File: src/rtl/hazard_ctrl.sv
// hazard_ctrl: pipeline sequencing controller for the 5-stage RV32I core.
//
// This block sits beside the decode stage. It keeps a shadow copy of the
// destination register of each instruction that is in EX and MEM. From
// these copies it drives the IF/ID stall, inserts a bubble into EX, squashes
// the fetch on a taken branch, and selects forwarding for the EX operand muxes.
// It also keeps two saturating counters: stall cycles and flush cycles.
//
// Build option: define HAZARD_FWD_EN to enable operand forwarding.
//   defined   : only a load-use hazard against EX stalls, for exactly one
//               cycle. ALU results are forwarded from EX/MEM (10). Load data
//               is forwarded from MEM/WB (01).
//   undefined : any producer in EX or MEM stalls until it reaches WB.
//               fwd_a_sel and fwd_b_sel are tied to 00.
//
// Ports
//   clk, rst_n                  clock and asynchronous active-low reset
//   id_valid                    ID holds a valid instruction
//   id_rs1/rs2, id_use_rs1/rs2  source fields and their use flags
//   id_rd, id_regwrite          destination of the ID instruction
//   id_memread                  non-zero = load
//   ex_taken                    branch/jump in EX resolved taken
//   stall_if, stall_id          hold PC and IF/ID (combinational)
//   bubble_ex, flush_if         NOP into ID/EX and IF/ID (combinational)
//   fwd_a_sel, fwd_b_sel        EX operand source, registered
//   ctrl_state                  00 RUN, 01 STALL, 10 FLUSH
//   stall_cnt, flush_cnt        saturating performance counters
//
// State  | meaning
// RUN    | last cycle had no hazard and no taken branch
// STALL  | last cycle held IF/ID and bubbled EX
// FLUSH  | last cycle squashed the fetch for a taken branch/jump
module hazard_ctrl #(
    parameter int CNT_W = 16
) (
    input  logic             clk,
    input  logic             rst_n,
    input  logic             id_valid,
    input  logic [4:0]       id_rs1,
    input  logic [4:0]       id_rs2,
    input  logic             id_use_rs1,
    input  logic             id_use_rs2,
    input  logic [4:0]       id_rd,
    input  logic             id_regwrite,
    input  logic [1:0]       id_memread,
    input  logic             ex_taken,
    output logic             stall_if,
    output logic             stall_id,
    output logic             bubble_ex,
    output logic             flush_if,
    output logic [1:0]       fwd_a_sel,
    output logic [1:0]       fwd_b_sel,
    output logic [1:0]       ctrl_state,
    output logic [CNT_W-1:0] stall_cnt,
    output logic [CNT_W-1:0] flush_cnt
);

    typedef enum logic [1:0] {
        ST_RUN   = 2'b00,
        ST_STALL = 2'b01,
        ST_FLUSH = 2'b10
    } state_t;

    state_t state_q, state_d;

    // Shadow pipeline. The WB stage is not kept: the register file writes
    // through, so a producer in WB never needs a stall or a forward.
    logic       ex_valid_q, ex_regwrite_q, ex_load_q;
    logic [4:0] ex_rd_q;
    logic       mem_valid_q, mem_regwrite_q;
    logic [4:0] mem_rd_q;

    logic [CNT_W-1:0] stall_cnt_q, flush_cnt_q;

    logic m_ex1, m_ex2, m_mem1, m_mem2;
    logic hazard, ex_bubble, stall_inc;

    function automatic logic dep(input logic rd_use, input logic [4:0] rs,
                                 input logic v, input logic rw,
                                 input logic [4:0] rd);
        return rd_use & v & rw & (rd == rs) & (rs != 5'd0);
    endfunction

    assign m_ex1  = dep(id_use_rs1, id_rs1, ex_valid_q, ex_regwrite_q, ex_rd_q);
    assign m_ex2  = dep(id_use_rs2, id_rs2, ex_valid_q, ex_regwrite_q, ex_rd_q);
    assign m_mem1 = dep(id_use_rs1, id_rs1, mem_valid_q, mem_regwrite_q, mem_rd_q);
    assign m_mem2 = dep(id_use_rs2, id_rs2, mem_valid_q, mem_regwrite_q, mem_rd_q);

`ifdef HAZARD_FWD_EN
    assign hazard = id_valid & ex_load_q & (m_ex1 | m_ex2);
`else
    logic load_unused;
    assign load_unused = ex_load_q;
    assign hazard = id_valid & (m_ex1 | m_ex2 | m_mem1 | m_mem2);
`endif

    // A taken branch wins over a hazard. The squashed ID instruction must not
    // reach EX, so a bubble is inserted in both cases.
    assign ex_bubble = ex_taken | hazard;
    assign stall_inc = hazard & ~ex_taken;

    // The outputs are gated by rst_n so that they drop at once while reset is low.
    always_comb begin
        stall_if  = 1'b0;
        stall_id  = 1'b0;
        bubble_ex = 1'b0;
        flush_if  = 1'b0;
        if (rst_n) begin
            if (ex_taken) begin
                flush_if  = 1'b1;
                bubble_ex = 1'b1;
            end else if (hazard) begin
                stall_if  = 1'b1;
                stall_id  = 1'b1;
                bubble_ex = 1'b1;
            end
        end
    end

    always_ff @(posedge clk or negedge rst_n) begin
        if (!rst_n) begin
            ex_valid_q     <= 1'b0;
            ex_rd_q        <= 5'd0;
            ex_regwrite_q  <= 1'b0;
            ex_load_q      <= 1'b0;
            mem_valid_q    <= 1'b0;
            mem_rd_q       <= 5'd0;
            mem_regwrite_q <= 1'b0;
        end else begin
            ex_valid_q     <= id_valid & ~ex_bubble;
            ex_rd_q        <= id_rd;
            ex_regwrite_q  <= id_regwrite;
            ex_load_q      <= |id_memread;
            mem_valid_q    <= ex_valid_q;
            mem_rd_q       <= ex_rd_q;
            mem_regwrite_q <= ex_regwrite_q;
        end
    end

`ifdef HAZARD_FWD_EN
    // The select is computed while the consumer is still in ID. When the
    // consumer moves into EX, the current EX producer moves into EX/MEM (10)
    // and the current MEM producer moves into MEM/WB (01).
    logic [1:0] fwd_a_q, fwd_a_d, fwd_b_q, fwd_b_d;

    always_comb begin
        fwd_a_d = 2'b00;
        fwd_b_d = 2'b00;
        if (!ex_bubble) begin
            if (m_ex1 & ~ex_load_q) fwd_a_d = 2'b10;
            else if (m_mem1)        fwd_a_d = 2'b01;
            if (m_ex2 & ~ex_load_q) fwd_b_d = 2'b10;
            else if (m_mem2)        fwd_b_d = 2'b01;
        end
    end

    always_ff @(posedge clk or negedge rst_n) begin
        if (!rst_n) begin
            fwd_a_q <= 2'b00;
            fwd_b_q <= 2'b00;
        end else begin
            fwd_a_q <= fwd_a_d;
            fwd_b_q <= fwd_b_d;
        end
    end

    assign fwd_a_sel = fwd_a_q;
    assign fwd_b_sel = fwd_b_q;
`else
    assign fwd_a_sel = 2'b00;
    assign fwd_b_sel = 2'b00;
`endif

    always_comb begin
        state_d = ST_RUN;
        if (ex_taken)    state_d = ST_FLUSH;
        else if (hazard) state_d = ST_STALL;
    end

    always_ff @(posedge clk or negedge rst_n) begin
        if (!rst_n) state_q <= ST_RUN;
        else        state_q <= state_d;
    end

    assign ctrl_state = state_q;

    always_ff @(posedge clk or negedge rst_n) begin
        if (!rst_n) begin
            stall_cnt_q <= '0;
            flush_cnt_q <= '0;
        end else begin
            if (stall_inc && (stall_cnt_q != {CNT_W{1'b1}}))
                stall_cnt_q <= stall_cnt_q + {{(CNT_W-1){1'b0}}, 1'b1};
            if (ex_taken && (flush_cnt_q != {CNT_W{1'b1}}))
                flush_cnt_q <= flush_cnt_q + {{(CNT_W-1){1'b0}}, 1'b1};
        end
    end

    assign stall_cnt = stall_cnt_q;
    assign flush_cnt = flush_cnt_q;

endmodule
File: config.mk
export PLATFORM = sky130hd
export DESIGN_NAME = hazard_ctrl
export DESIGN_NICKNAME = d
export VERILOG_FILES = /design/src/rtl/hazard_ctrl.sv
export SDC_FILE = /design/constraint.sdc
export NUM_CORES = 1
export LEC_CHECK = 0
export BUFFER_PORTS_ARGS = -buffer_cell sky130_fd_sc_hd__buf_2
export CAP_MARGIN = 25
export CORE_ASPECT_RATIO = 2
export CORE_UTILIZATION = 45
export DETAILED_ROUTE_END_ITERATION = 8
export PLACE_DENSITY = 0.71
export SLEW_MARGIN = 25
export SYNTH_ARGS = -nofsm -noshare
export SYNTH_HDL_FRONTEND = slang
export SYNTH_SLANG_ARGS = --single-unit
File: constraint.sdc
create_clock -name clk -period 5.98 [get_ports clk]
set_input_delay 1.495 -clock clk [delete_from_list [all_inputs] [get_ports clk]]
set_output_delay 1.495 -clock clk [all_outputs]
set_load 0.005 [all_outputs]
==> impl_metrics.toml, run 1 <==
[final_layout]
multiInputGateArea_mm2 = 0.001026
fin_nets = 297
ff_latch_area_mm2 = 0.001201
fin_area_mm2 = 0.002765
antenna_cells = 0
layout-drive-gt1-share = 0.2904
area_growth_pct = 20.83
fillers = 442

[yosys]
ys_top_cells_by_area = "dfrtp_1, xor2_1, xnor2_1, nand3_1, nand2_1"
syn-cell-area_mm2 = 0.002288
synth.distinct_cells = 36
synth.most_common_cell = "dfrtp_1"
ys_ff_latch = 48
ys_async_sr_fraction = 1.000
synth_ff_type = "dfrtp_1"
synth_edf_count = 0
seq_area_frac_synth = 0.5249
synth_commonest_cells = "dfrtp_1, xor2_1, xnor2_1"
yosysTopAreaCell = "dfrtp_1"
yosys_warnings = 0
avgSynthCellArea_um2 = 11.06
synth_top_area_frac = 0.5249
synthCells = 207

[place]
dpl.hpwl_um = 3454
gp_congestion = 0.7646
place_area_mm2 = 0.002628
io_buffers = 59

[sta]
finalSetupTns_ps = 0
fin_crit_sh = 0.7955
drv_slew = 0
skew_ps = 7.794
fmax_mhz = 210.2
worst_slew_pin_slew_ps = 537.1
slew_headroom = 0.6381
hold_violations = 0
setup_viol = 0
period_minus_slack_ps = 4757
rsz0062_at_grt = "no"

[detailed_routing]
drtIter0Drc = 12
vias_per_cell = 5.134
vias = 1689
final_antenna_net_count = 0
drc = 0
routed_wl_um = 4530
drt-pass1-iter-count = 4
wl_per_cell_um = 13.77

[floorplanning]
io_pins = 66
fp.dieW_um = 52.43
fp-row-count = 36
die_h_um = 102.9
dieArea_mm2 = 0.005392
core_area_mm2 = 0.004865
start_util = 0.4704

[clock_tree]
cts_setup_buffers = 0
clock_sinks = 48
h-tree-depth = 2
cts_buffers = 5
postCtsResizedCells = 0
clk_latency_ps = 300
holdBufCountCts = 0
root_buffer = "clkbuf_8"
cts_tree = "yes"
path_clk_slew_ps = 90
clock_path_buffers = 2

[global_routing]
grt_start_max_net_pins = 38
grt_pass1_vias = 1609
antenna_found_initial = 0
grt_pass1_wl_um = 7245
overflow = 0
grt_usage = 0.1839

[pwr]
pwr_density_cell_mw_per_mm2 = 279.4
ir_drop_mv = 0.2493
cellLeakagePower_nw = 1.359

[worst_setup_path]
r2r_setup_slack_ps = 3720
path_max_fanout = 18
critPathLaunchType = "input pin"
worstReg2RegStart = "mem_rd_q[4]"
reg2reg_to = "stall_cnt[1]"
criticalPathCategory = "input pin to primary output"
worstPathRequired_ps = 4490
rr_worst_depth = 7
cp.arrival_ps = 3260
cp-end-kind = "primary output"

[min_path]
hold_class = "register to register"
hold_end = "mem_regwrite_q"
hold_start = "ex_regwrite_q"
hold_depth = 0

[outcome]
status = "complete, no violations"

[run]
maxCapViolations = 0
[stage by stage]
stage	hold WS, ps	power [mW]	utilization	worst slack, ps	std cells
CTS	390.5	0.7820	0.5684	1214	329
detailed placement	370.9	0.5046	0.5401	1218	321
floorplan	353.5	0.4481	-	1494	210
finish	389.8	0.7726	0.5684	1223	329
global route	398.2	0.8115	0.5684	1164	329
global placement	360.5	0.5014	0.5401	1225	321
[cell families (layout without fill, tap and decap cells)]
group                    count (synthesis)  in the layout  share of synthesized area
other                                    1              4                   0.001639
adder cells (fa/ha/maj)                  2              2                    0.01093
XOR/XNOR                                47             47                     0.1799
multiplexers                             3              3                    0.01804
buffers and inverters                   12             74                    0.03171
AND/OR/NAND/NOR                         83             83                     0.1914
flip-flops                              48             48                     0.5249
AO/OA/AOI/OAI                           11             11                    0.04155
[worst max-delay path by stage]
stage,start,to,slack (ps),depth (start not counted)
final,id_rs2[0],stall_if,1220,7
after global routing,id_rs2[0],stall_if,1160,7
after detailed placement,id_rs2[0],stall_id,1220,7
after floorplan,id_rs2[0],stall_if,1490,6
after global placement,id_rs2[0],stall_id,1220,7
after CTS,id_rs2[0],stall_id,1210,7
[area by class of cell]
cell class / count / area share
flip-flops and latches: 48 / 0.4344
well taps: 57 / 0.02579
clock buffers: 5 / 0.02489
inverters: 5 / 0.006787
clock inverters: 3 / 0.02489
repair buffers: 61 / 0.1122
multi-input cells: 150 / 0.3710
[registers in the layout, summed over array words and instances (netlist names)]
signal and cells:
ex_valid_q 1, mem_regwrite_q 1, ex_rd_q 5, ctrl_state 2
flush_cnt 16, ex_regwrite_q 1, stall_cnt 16, mem_rd_q 5
mem_valid_q 1
[routing by layer]
metal,vias to the layer above,track usage,share of wire
met5,-,0,0
met4,0,0.09312,0.031
met3,8,0.03687,0.042
met2,47,0.3194,0.53
met1,804,0.2062,0.40
li1,830,-,-
[critical path, cell delays in order]
cell	delay, ps
buf_2	120
or4_1	510
o21ai_0	460
o32ai_4	120
buf_4	220
and2_2	210
buf_2	120
[cells in the final DEF, fill, tap and decap left out, types with 2 or more instances in the layout]
master     synthesis  layout
and2_1             3       3
buf_2              1      59
buf_4              5       2
dfrtp_1           48      48
nand3_1           20      20
inv_1              5       5
ha_1               2       2
nand3_2            2       2
conb_1             1       4
and4_1             2       2
nor3_1             5       5
nand4_1            3       3
xor2_1            26      26
bufinv_16          0       2
a22oi_1            2       2
mux2_4             2       2
nor4_1             5       5
o21a_1             2       2
or4_1              2       2
a31oi_1            2       2
clkbuf_8           0       5
and3_1             6       6
xnor2_1           21      21
o21ai_0            2       2
nand2_1           14      14
nor2_1            14      14
[power breakdown]
| group | internal [mW] | leakage, nW | total (mW) | switching, mW |
|---|---|---|---|---|
| clock network | 0.168 | 0.0687 | 0.277 | 0.109 |
| registers | 0.355 | 0.614 | 0.391 | 0.0355 |
| logic | 0.0558 | 0.677 | 0.105 | 0.0491 |
| total | 0.579 | 1.36 | 0.773 | 0.193 |
No activity file was read; power rests on OpenSTA's default activity.
==> run 2: changes to the inputs <==
==> constraint.sdc (replaced) <==
create_clock -name clk -period 4.9 [get_ports clk]
set_input_delay 1.225 -clock clk [delete_from_list [all_inputs] [get_ports clk]]
set_output_delay 1.225 -clock clk [all_outputs]
set_load 0.005 [all_outputs]
==> run 2 against run 1 <==
Worst setup slack lost 550 ps. Non-clock buffer count is the same. Utilization shrank 0.90 points. Clock power shrank 12%. Final area shrank 1.6%. Count of clock-buffer cells in the layout grew 2. Largest cell class unchanged. First-iteration DRC count grew 17%.
==> impl_metrics.toml, run 2 (same netlist as run 1, synthesis figures left out) <==
[outcome]
status = "complete, no violations"

[worst_setup_path]
cpMostUsedCell = "buf_2"
worstPathRequired_ps = 3670
crit_path_top_delay_cell = "or4_1"
cpLargestDelayFamily = "compound AO/OA/AOI/OAI gates"
criticalPathCategory = "input pin to primary output"
cp_cell_sequence = "buf_2 > or4_1 > o21ai_0 > o22ai_1 > and2_1 > o21a_1 > buf_2"
cp-end-kind = "primary output"
path_max_fanout = 3
cp.arrival_ps = 3010
critPathMaxStageDelay_ps = 500
critPathLaunchType = "input pin"
cp_num_buf_inv = 2

[detailed_routing]
routed_wl_um = 4581
drc = 0
vias_per_cell = 5.210
drt-pass1-iter-count = 4
drtIter0Drc = 14
top_layer = "met4"
wl_met2_um = 2554
final_antenna_net_count = 0
met3WireLength_um = 212
wl_met1_um = 1732
wl_per_cell_um = 13.92
vias = 1714

[floorplanning]
fp-row-count = 36
dieArea_mm2 = 0.005392
fp.dieW_um = 52.43
die_h_um = 102.9
core_area_mm2 = 0.004865
start_util = 0.4704
io_pins = 66

[sta]
hold_violations = 0
period_minus_slack_ps = 4231
finalSetupTns_ps = 0
slew_headroom = 0.6136
worst_slew_pin_slew_ps = 573.5
fin_crit_sh = 0.8635
fmax_mhz = 236.3
skew_ps = 7.610
rsz0062_at_grt = "no"
setup_viol = 0
setup_slack_ps = 668.7
drv_slew = 0

[clock_tree]
cts_buffers = 5
root_buffer = "clkbuf_8"
h-tree-depth = 2
cts_tree = "yes"
cts_setup_buffers = 0
postCtsResizedCells = 0
clock_path_buffers = 2
holdBufCountCts = 0
clk_latency_ps = 310
clock_sinks = 48
path_clk_slew_ps = 80

[pwr]
ir_drop_mv = 0.3269
cellLeakagePower_nw = 1.335
pwr_density_cell_mw_per_mm2 = 311.7

[place]
dpl.hpwl_um = 3501
io_buffers = 59
gp_congestion = 0.7852
numPlacedInstances = 321
dp_slack_ps = 651.8

[final_layout]
layout.cells.most_common = "buf_2"
fillers = 452
stdcell_count = 329
layout-drive-gt1-share = 0.2868
area_growth_pct = 18.92
antenna_cells = 0
final_cell_mix = "buf_2, dfrtp_1, xor2_1"
fin_nets = 297

[global_routing]
antenna_found_initial = 0
grt_usage = 0.1886
grt_pass1_vias = 1579
grt_pass1_wl_um = 7251
grt_start_max_net_pins = 35
overflow = 0

[min_path]
hold_class = "register to register"

[run]
maxCapViolations = 0
run 2: cell count changes in the layout (fill, tap and decap cells not counted), sizes merged:
cell | before | now
bufinv | 2 | 0
clkbuf | 5 | 7
clkinvlp | 0 | 1
inv | 6 | 5
run 2: path summary, 6_finish.rpt:
check,cells after the start,endpoint,slack [ps],from
min in group asynchronous,1,stall_cnt[5],830,rst_n
max in group asynchronous,2,stall_cnt[1],3320,rst_n
hold reg to reg,0,mem_regwrite_q,380,ex_regwrite_q
hold / removal,0,mem_regwrite_q,380,ex_regwrite_q
setup reg to reg,7,stall_cnt[1],2570,ex_rd_q[3]
setup / recovery,7,bubble_ex,670,id_rs2[0]
run 2: stage by stage:
stage	instance area [um2]	utilization	power (mW)	hold WS, ps
final	2721	0.5594	0.8482	383.0
after global routing	2721	0.5594	0.8989	394.6
after CTS	2721	0.5594	0.8606	385.1
after detailed placement	2628	0.5401	0.6153	370.9
after global placement	2628	0.5401	0.6116	360.7
after floorplan	2300	-	0.5469	353.5
run 2: power breakdown:
part	internal [mW]	total (mW)	switching, mW	leakage (nW)
registers	0.434	0.476	0.0421	0.614
clock network	0.115	0.244	0.129	0.0445
logic	0.0681	0.129	0.0606	0.677
total	0.616	0.848	0.232	1.33
run 2: layout make-up:
type                            instances  area (um2)  area share
Timing Repair Buffer                   61       310.3      0.1140
Clock buffer                            7       86.33     0.03172
Inverter                                5       18.77    0.006897
Sequential cell                        48        1201      0.4414
Tap cell                               57       71.32     0.02621
Clock inverter                          1       7.507    0.002759
Multi-Input combinational cell        150        1026      0.3770
run 2: metal layers:
metal / global-route usage / up-vias
li1: - / 823
met1: 0.2055 / 839
met2: 0.3320 / 46
met3: 0.04720 / 6
met4: 0.08502 / 0
met5: 0 / -
==> run 3: changes to the inputs <==
--- a/config.mk
+++ b/config.mk
@@ -10,7 +10,7 @@
 export CORE_ASPECT_RATIO = 2
 export CORE_UTILIZATION = 45
 export DETAILED_ROUTE_END_ITERATION = 8
-export PLACE_DENSITY = 0.71
+export PLACE_DENSITY = 0.74
 export SLEW_MARGIN = 25
 export SYNTH_ARGS = -nofsm -noshare
 export SYNTH_HDL_FRONTEND = slang
==> constraint.sdc (replaced) <==
create_clock -name clk -period 3.85 [get_ports clk]
set_input_delay 0.9625 -clock clk [delete_from_list [all_inputs] [get_ports clk]]
set_output_delay 0.9625 -clock clk [all_outputs]
set_load 0.005 [all_outputs]
==> run 3 against run 2 <==
Utilization grew 0.31 points. Sequential power grew 27%. Hold slack improved by 4.0 ps. Critical path depth did not move. Die area unchanged. Sequential share of layout area shrank 0.24 points.
==> impl_metrics.toml, run 3 (same netlist as run 1, synthesis figures left out) <==
[pwr]
pwr_density_cell_mw_per_mm2 = 393.0
ir_drop_mv = 0.2463
cellLeakagePower_nw = 1.344
power.total_mw = 1.075

[sta]
skew_ps = 9.282
setup_slack_ps = 396.0
drv_slew = 0
finalSetupTns_ps = 0
hold_violations = 0
worst_slew_pin_slew_ps = 521.1
slew_headroom = 0.6516
period_minus_slack_ps = 3454
setup_viol = 0
rsz0062_at_grt = "no"
fmax_mhz = 289.5
fin_crit_sh = 0.8972

[place]
gp_congestion = 0.7957
io_buffers = 59
dp_slack_ps = 378.5
place_area_mm2 = 0.002643
dpl.hpwl_um = 3593

[global_routing]
met1_usage = 0.1929
grt-busiest-layer = "met2"
grt_pass1_wl_um = 7176
met3_usage = 0.03982
use_met2 = 0.3340
overflow = 0
grt_pass1_vias = 1558
antenna_found_initial = 0
grt_start_max_net_pins = 30
grt_usage = 0.1810

[final_layout]
final_cell_mix = "buf_2, dfrtp_1, xor2_1"
fin_area_mm2 = 0.002736
layout.cells.most_common = "buf_2"
layout-drive-gt1-share = 0.2920
fillers = 458
fin_nets = 299
antenna_cells = 0
area_growth_pct = 19.57

[detailed_routing]
wl_per_cell_um = 13.91
final_antenna_net_count = 0
routed_wl_um = 4603
drtIter0Drc = 25
drc = 0
vias = 1692
vias_per_cell = 5.112
drt-pass1-iter-count = 4

[floorplanning]
core_area_mm2 = 0.004865
io_pins = 66
start_util = 0.4704
dieArea_mm2 = 0.005392
die_h_um = 102.9
fp-row-count = 36
fp.dieW_um = 52.43

[worst_setup_path]
critPathLaunchType = "input pin"
cp-end-kind = "primary output"
cp.depth = 7
cp_num_buf_inv = 2
worstPathRequired_ps = 2890
cp_cell_sequence = "buf_2 > or4_1 > o21ai_0 > o22ai_1 > and2_1 > o21a_1 > buf_2"
cp.arrival_ps = 2490
criticalPathCategory = "input pin to primary output"
crit_path_top_delay_cell = "or4_1"
critPathMaxStageDelay_ps = 520
cpMostUsedCell = "buf_2"
rr_worst_depth = 7
path_max_fanout = 3
cpLargestDelayFamily = "simple AND/OR/NAND/NOR gates"

[clock_tree]
clock_sinks = 48
clock_path_buffers = 2
root_buffer = "clkbuf_8"
cts_setup_buffers = 0
cts_tree = "yes"
holdBufCountCts = 0
h-tree-depth = 2
cts_buffers = 5
path_clk_slew_ps = 80
clk_latency_ps = 300
postCtsResizedCells = 0

[min_path]
hold_class = "register to register"
hold_depth = 0

[run]
maxCapViolations = 0

[outcome]
status = "complete, no violations"
-- run 3: worst reg2reg max path: stages (launching register included) --
cell and delay, ps:
dfrtp_1 420, xor2_1 150, nor4_1 430, a22oi_1 200, o32ai_4 300, buf_4 260, nand2_2 100, mux2_4 310
-- run 3: cell type report --
cell class | count | area (um2) | area share
multi-input combinational | 150 | 1026 | 0.3749
timing repair buffer | 63 | 325.3 | 0.1189
tap | 57 | 71.32 | 0.02606
inverter | 5 | 18.77 | 0.006859
clock buffer | 7 | 86.33 | 0.03155
sequential | 48 | 1201 | 0.4390
clock inverter | 1 | 7.507 | 0.002743
-- run 3: worst paths after layout --
| kind | from | slack [ps] | end |
|---|---|---|---|
| worst max-delay path | id_rs2[0] | 400 | bubble_ex |
| worst min-delay path | ex_valid_q | 390 | mem_valid_q |
| worst max register to register | mem_rd_q[1] | 1560 | stall_cnt[1] |
| worst min register to register | ex_valid_q | 390 | mem_valid_q |
| max in group asynchronous | rst_n | 2680 | mem_rd_q[1] |
| min in group asynchronous | rst_n | 530 | mem_valid_q |
-- run 3: stage by stage --
step / hold slack (ps) / util / instances
4_1_cts: 389.5 / 0.5625 / 331
6_report: 386.9 / 0.5625 / 331
3_5_place_dp: 370.5 / 0.5432 / 323
5_1_grt: 398.5 / 0.5625 / 331
3_3_place_gp: 357.7 / 0.5432 / 323
2_1_floorplan: 353.5 / - / 210
-- run 3: routing by layer --
metal	share of wire	vias to the layer above
li1	-	830
met1	0.38	816
met2	0.56	39
met3	0.042	7
met4	0.016	0
met5	0	-
-- run 3: where the power goes --
group          switching [mW]  internal (mW)
combinational          0.0775         0.0881
sequential             0.0538          0.552
clock                   0.158          0.146
